===== src/rtl/mul4_seq_if.sv =====
// Start/done handshake bundle for the sequential 4x4 multiplier.
// The requester drives operands and start; the multiplier returns product and status.
interface mul4_seq_if;
    logic       start;
    logic [3:0] A;
    logic [3:0] B;
    logic [7:0] P;
    logic       busy;
    logic       done;

    modport master (output start, A, B, input P, busy, done);
    modport slave  (input start, A, B, output P, busy, done);
endinterface


===== src/rtl/mul4_seq.sv =====
// Sequential 4x4 unsigned shift-and-add multiplier built on the 4-bit ripple adder sum4.
// One add-and-shift step per clock, four steps per product, start/done handshake.
module sum4 (
    input  logic [3:0] a,
    input  logic [3:0] b,
    input  logic       c_in,
    output logic [3:0] s,
    output logic       c_out
);
    logic [4:0] carry;

    always_comb begin
        carry    = '0;
        s        = '0;
        carry[0] = c_in;
        for (int i = 0; i < 4; i++) begin
            s[i]       = a[i] ^ b[i] ^ carry[i];
            carry[i+1] = (a[i] & b[i]) | (carry[i] & (a[i] ^ b[i]));
        end
        c_out = carry[4];
    end
endmodule

module mul4_seq (
    input  logic       clk,
    input  logic       reset,
    mul4_seq_if.slave  bus
);
    typedef enum logic [1:0] {
        IDLE = 2'd0,
        RUN  = 2'd1,
        DONE = 2'd2
    } state_t;

    state_t     state;
    state_t     next_state;
    logic [3:0] m;
    logic [3:0] acc;
    logic [3:0] q;
    logic [1:0] cnt;
    logic [7:0] p;
    logic [3:0] addend;
    logic [3:0] sum;
    logic       carry_out;
    logic [7:0] shifted;
    logic       busy;
    logic       done;

    assign addend  = q[0] ? m : 4'h0;
    // Carry out lands in ACC[3] so no partial-product bit is ever lost.
    assign shifted = {carry_out, sum, q[3:1]};

    sum4 adder (
        .a     (acc),
        .b     (addend),
        .c_in  (1'b0),
        .s     (sum),
        .c_out (carry_out)
    );

    always_ff @(posedge clk or posedge reset) begin
        if (reset) begin
            state <= IDLE;
        end else begin
            state <= next_state;
        end
    end

    always_comb begin
        next_state = state;
        busy       = 1'b0;
        done       = 1'b0;
        case (state)
            IDLE: begin
                if (bus.start) begin
                    next_state = RUN;
                end
            end
            RUN: begin
                busy = 1'b1;
                if (cnt == 2'd3) begin
                    next_state = DONE;
                end
            end
            DONE: begin
                done       = 1'b1;
                next_state = IDLE;
            end
            default: begin
                next_state = IDLE;
            end
        endcase
    end

    // P only changes on the last iteration, so it shows the previous product during a run.
    always_ff @(posedge clk or posedge reset) begin
        if (reset) begin
            m   <= 4'h0;
            acc <= 4'h0;
            q   <= 4'h0;
            cnt <= 2'd0;
            p   <= 8'h00;
        end else begin
            case (state)
                IDLE: begin
                    if (bus.start) begin
                        m   <= bus.A;
                        q   <= bus.B;
                        acc <= 4'h0;
                        cnt <= 2'd0;
                    end
                end
                RUN: begin
                    acc <= shifted[7:4];
                    q   <= shifted[3:0];
                    cnt <= cnt + 2'd1;
                    if (cnt == 2'd3) begin
                        p <= shifted;
                    end
                end
                default: begin
                end
            endcase
        end
    end

    assign bus.P    = p;
    assign bus.busy = busy;
    assign bus.done = done;
endmodule


===== src/flat_wrapper.sv =====
// flat-port wrapper written by rule: the top's interface ports become plain ports
module mul4_seq_flat 
  (clk, reset, bus_start, bus_A, bus_B, bus_P, bus_busy, bus_done);
  mul4_seq_if bus_i ();
  input  logic clk;
  input  logic reset;
  input wire logic [$bits(bus_i.start)-1:0] bus_start;
  input wire logic [$bits(bus_i.A)-1:0] bus_A;
  input wire logic [$bits(bus_i.B)-1:0] bus_B;
  output wire logic [$bits(bus_i.P)-1:0] bus_P;
  output wire logic [$bits(bus_i.busy)-1:0] bus_busy;
  output wire logic [$bits(bus_i.done)-1:0] bus_done;
  assign bus_i.start = bus_start;
  assign bus_i.A = bus_A;
  assign bus_i.B = bus_B;
  assign bus_P = bus_i.P;
  assign bus_busy = bus_i.busy;
  assign bus_done = bus_i.done;
  mul4_seq u_core (.clk(clk), .reset(reset), .bus(bus_i));
endmodule

===== config.mk =====
export PLATFORM = sky130hd
export DESIGN_NAME = mul4_seq_flat
export DESIGN_NICKNAME = d
export VERILOG_FILES = /design/src/rtl/mul4_seq_if.sv /design/src/rtl/mul4_seq.sv /design/src/flat_wrapper.sv
export SDC_FILE = /design/constraint.sdc
export NUM_CORES = 1
export LEC_CHECK = 0
export CAP_MARGIN = 15
export CORE_MARGIN = 3
export CORE_UTILIZATION = 45
export CTS_CLUSTER_DIAMETER = 200
export DETAILED_ROUTE_END_ITERATION = 7
export GPL_TIMING_DRIVEN = 0
export HOLD_SLACK_MARGIN = 0.02
export PLACE_DENSITY_LB_ADDON = 0.12
export SLEW_MARGIN = 25
export SYNTH_ARGS = -nofsm -noshare
export SYNTH_HDL_FRONTEND = slang
export SYNTH_SLANG_ARGS = --single-unit

===== constraint.sdc =====
create_clock -name clk -period 3.9 [get_ports clk]
set_input_delay 0.78 -clock clk [delete_from_list [all_inputs] [get_ports clk]]
set_output_delay 0.78 -clock clk [all_outputs]
set_load 0.05 [all_outputs]

## Word level (Yosys, flattened, before mapping)

Cells that the tools add are included.

| operators by class | value |
|---|---|
| add/sub/neg operators | 1 |
| bitwise gates (word level) | 17 |
| eq/ne operators | 5 |
| muxes and demuxes | 12 |
| reductions and logical operators | 6 |

Operators by type and width:

| operator | count |
|---|---|
| $pmux 4 s2 | 2 |
| $mux 4 | 3 |
| $pmux 2 s2 | 2 |
| $reduce_and 2->1 | 4 |
| $and 1x1->1 | 7 |
| $xor 1x1->1 | 7 |
| $mux 2 | 3 |
| $eq 2x2->1 const B | 2 |
| $or 1x1->1 | 3 |
| $add 2x1->2 const B | 1 |
| $eq 2x1->1 const B | 1 |
| $logic_not 2->1 | 1 |
| $mux 1 | 2 |
| $ne 2x1->1 const B | 1 |
| $ne 2x2->1 const B | 1 |
| $reduce_bool 2->1 | 1 |

| storage, ports and cells | value |
|---|---|
| register bits after elaboration | 24 |
| bits of input ports | 11 |
| word-level logic and storage cells | 47 |

## Longest topological paths before layout

| logic depth | value |
|---|---|
| word-level depth | 9 |
| mapped depth | 7 |

## By module

Synthesis repeated with hierarchy kept, for this count alone.

| second synthesis, totals | value |
|---|---|
| cells, all modules | 90 |
| area total of the unflattened synthesis | 1156.1 µm² |

By module, submodules not included:

| module | times used | cells each | area an instance (µm²) | seq. area each (µm²) |
|---|---|---|---|---|
| mul4_seq | 1 | 76 | 1038.5 | 600.6 |
| sum4 | 1 | 14 | 117.6 | 0.0 |

## Worst setup path after synthesis

OpenSTA, ideal clock, no wires.

| timing | value |
|---|---|
| kind | register to register |
| from | register u_core.q[0] |
| to | register u_core.p[6], in the netlist u_core.bus.P[6] |
| library setup time | 127 ps |
| arrival | 1986 ps |
| stages on the path, launching flop included | 8 |
| slack | 1787 ps |
| period minus slack after synthesis | 2113 ps |
| required time | 3773 ps |
| cell sequence | dfrtp_1 -> and2_1 -> ha_1 -> inv_1 -> fa_1 -> fa_1 -> fa_1 -> o21ai_0 |

| on the way | value |
|---|---|
| longest elaborated chain between the ends | 7 |
| elaborated cells between the ends (all ways) | 12 |
| those cells by class | mux (1); bitwise (11) |

Ends and longest elaborated chain:

| element | line | text |
|---|---|---|
| start, declared | mul4_seq.sv:39 | `logic [3:0] q;` |
| start signal, assigned | mul4_seq.sv:108 | `q <= bus.B;` |
| start signal, assigned | mul4_seq.sv:115 | `q <= shifted[3:0];` |
| $mux 4 (*) | mul4_seq.sv:49 | `assign addend = q[0] ? m : 4'h0;` |
| $and 1x1->1 or $xor 1x1->1 (tied branches) | mul4_seq.sv:18 | `carry[i+1] = (a[i] & b[i]) \| (carry[i] & (a[i] ^ b[i]));` |
| $and 1x1->1 | mul4_seq.sv:18 |  |
| $or 1x1->1 | mul4_seq.sv:18 |  |
| $and 1x1->1 | mul4_seq.sv:18 |  |
| $or 1x1->1 | mul4_seq.sv:18 |  |
| $xor 1x1->1 (*) | mul4_seq.sv:17 | `s[i] = a[i] ^ b[i] ^ carry[i];` |
| end signal, assigned | mul4_seq.sv:118 | `p <= shifted;` |
| end, declared | mul4_seq.sv:41 | `logic [7:0] p;` |

Every way passes the cells marked *; elsewhere a longest branch is shown, timed or not.
A chain may end at the register's enable or synchronous reset.

## Final worst setup path

| timing | value |
|---|---|
| from | register u_core.state[1] |
| to | output port bus_busy |

| on the way | value |
|---|---|
| longest elaborated chain between the ends | 2 |

Ends and longest elaborated chain:

| element | line | text |
|---|---|---|
| start, declared | mul4_seq.sv:35 | `state_t state;` |
| start signal, assigned | mul4_seq.sv:65 | `state <= next_state;` |
| $eq 2x1->1 | mul4_seq.sv:73 | `case (state)` |
| $mux 1 | mul4_seq.sv:73 |  |
| end, declared | flat_wrapper.sv:11 | `output wire logic [$bits(bus_i.busy)-1:0] bus_busy;` |

Every way passes these cells.

==> flow_metrics.tcl <==
set metrics [dict create \
    wl_per_cell_um 13.2 \
    n_fill_cell 184 \
    skew_ps 3.49 \
    core_area_mm2 0.00208 \
    antenna_cells 0 \
    place_ws_ps 1510 \
    htree_levels 1 \
    std_cell_rows 16 \
    crit_arrival_ps 1970 \
    rsz0062_at_grt "no" \
    numCtsBuffers 3 \
    slew_viol_final 0 \
    critical_path.max_fanout 10 \
    p_leak_nw 0.579 \
    synth-seq-cells 24 \
    syn_area_mm2 0.00105 \
    first_pass_iters 4 \
    critPathKind "reg -> out" \
    track_usage 0.151 \
    hold_path.class "reg -> reg" \
    end_kind "output pin" \
    fin_crit_sh 0.706 \
    die_h_um 54.3 \
    overflow 0 \
    clk_pin_slew_worst_paths_ps 130 \
    synthToLayoutAreaGrowth_pct 25.7 \
    tightestPinTransition_ps 897 \
    hold_viol 0 \
    grt_pass1_vias 718 \
    drt_wl_total_mm 1.91 \
    cts_root_buf "clkbuf_4" \
    initial_core_util 0.505 \
    synth_cell_types 19 \
    hold_path_depth 2 \
    vdd_ir_drop_max_mv 0.476 \
    tritoncts "built" \
    cts_buffer_depth 2 \
    maxCapViolCount 0 \
    cp-start-kind "flip-flop" \
    final_antenna_net_count 0 \
    period_needed_ps 2750 \
    synth_area_leaders "dfrtp_1 57%, mux2_2 7.5%, fa_1 5.7%" \
    syn_avg_cell_area_um2 11.2 \
    grt_max_degree 25 \
    drive_above_1_share 0.119 \
    grt_pass1_wl_mm 3.15 \
    synth_top_area_frac 0.571 \
    yosys_warnings 0 \
    synth.largest_area_cell "dfrtp_1" \
    clock_sink_count 24 \
    antenna_found_initial 0 \
    setup_ws_ps 1150 \
    port_buffers 20 \
    required_ps 3120 \
    num_vias 723 \
    power.total_mw 1.17 \
    drc 0 \
    reg2reg_depth 7 \
    clk_latency_ps 310 \
    power_density_mw_per_mm2 888 \
    drt_iter0_markers 11 \
    relSlewSlack 0.402 \
    ys_seq_area_frac 0.571 \
    ctsHoldBuffers 0 \
    syn_inst 94 \
    postCtsSetupBuffers 0 \
    fin_tns_setup_ps 0 \
    status "complete, no violations" \
    cts_resized 0 \
    die-area_mm2 0.00295 \
    gp_congestion 0.868 \
    synth_fp_nets 110 \
    num-nets-final 135 \
    viasPerCell 4.99 \
    ioPinCount 21 \
    timing.fmax_mhz 363 \
    setup_violations 0 \
    dp_hpwl_mm 1.45 \
    chipWidth_um 54.3 \
]
==> state kept, by name (all words and copies together), names as in the netlist <==
register and count:
u_core.acc 4, u_core.cnt 2, u_core.q 4, u_core.m 4, u_core.state 2, u_core.bus.P 8
==> Yosys cell counts <==
master,count
inv_1,10
dfrtp_1,24
buf_2,2
fa_1,3
a21oi_1,5
mux2_2,7
nand2_1,13
ha_1,2
nand2b_1,1
or4b_1,1
nand2b_2,1
nor2b_1,1
o21bai_1,1
nor2_1,3
and2_1,1
o21ai_0,11
a22o_1,1
nand3b_1,1
o22ai_1,6
==> area by class of cell <==
cell class / instances / area, µm² / share of cell area
flip-flops and latches: 24 / 601 / 0.455
multi-input cells: 58 / 403 / 0.305
repair buffers: 20 / 200 / 0.152
inverters: 10 / 37.5 / 0.0284
clock buffers: 4 / 36.3 / 0.0275
well taps: 27 / 33.8 / 0.0256
plain buffers: 2 / 10.0 / 0.00758
==> worst max-delay path: stages (launching register included) <==
cell             delay (ps)
dfrtp_1                 450
nand2b_1                150
buf_2                   180
inv_1                    80
clkdlybuf4s50_1         800
==> layout by cell type (no fill, tap or decap), drive strengths merged <==
master / count
nand2: 13
a21oi: 5
a22o: 1
mux2: 7
clkbuf: 4
nand3b: 1
o21bai: 1
and2: 1
or4b: 1
o22ai: 6
inv: 10
fa: 3
nor2: 3
o21ai: 11
nand2b: 2
nor2b: 1
dfrtp: 24
ha: 2
clkdlybuf4s50: 20
buf: 2
==> where the power goes <==
part	internal [mW]	switching, mW
clock	0.0570	0.0719
combinational	0.239	0.363
sequential	0.366	0.0770
total	0.662	0.511
==> worst paths after layout <==
check / start / to / slack [ps]
min in group asynchronous: reset / u_core.acc[1] / 950
min: u_core.acc[2] / u_core.acc[2] / 500
max reg2reg: u_core.q[0] / u_core.bus.P[6] / 1630
min reg2reg: u_core.acc[2] / u_core.acc[2] / 500
max in group asynchronous: reset / u_core.m[1] / 2410
max: u_core.state[1] / bus_busy / 1150
==> kinds of logic after synthesis <==
family,synth area share
AOI/OAI and AO/OA,0.127
adders and majority gates,0.0810
buffers and inverters,0.0452
DFF,0.571
muxes,0.0750
and+or+nand+nor,0.100
==> layer usage <==
layer / wire [µm] / GRT usage
met3: 70 / 0.0245
met1: 901 / 0.205
met2: 929 / 0.239
met5: 0 / 0
met4: 12 / 0.0622
==> through the flow <==
step / cells / hold slack [ps] / utilization / cell area (µm²)
floorplan: 94 / 450 / - / 1050
global placement: 141 / 463 / 0.617 / 1280
detailed placement: 141 / 473 / 0.617 / 1280
CTS: 145 / 501 / 0.635 / 1320
global route: 145 / 529 / 0.635 / 1320
finish: 145 / 499 / 0.635 / 1320
No activity file was read; power rests on OpenSTA's default activity.
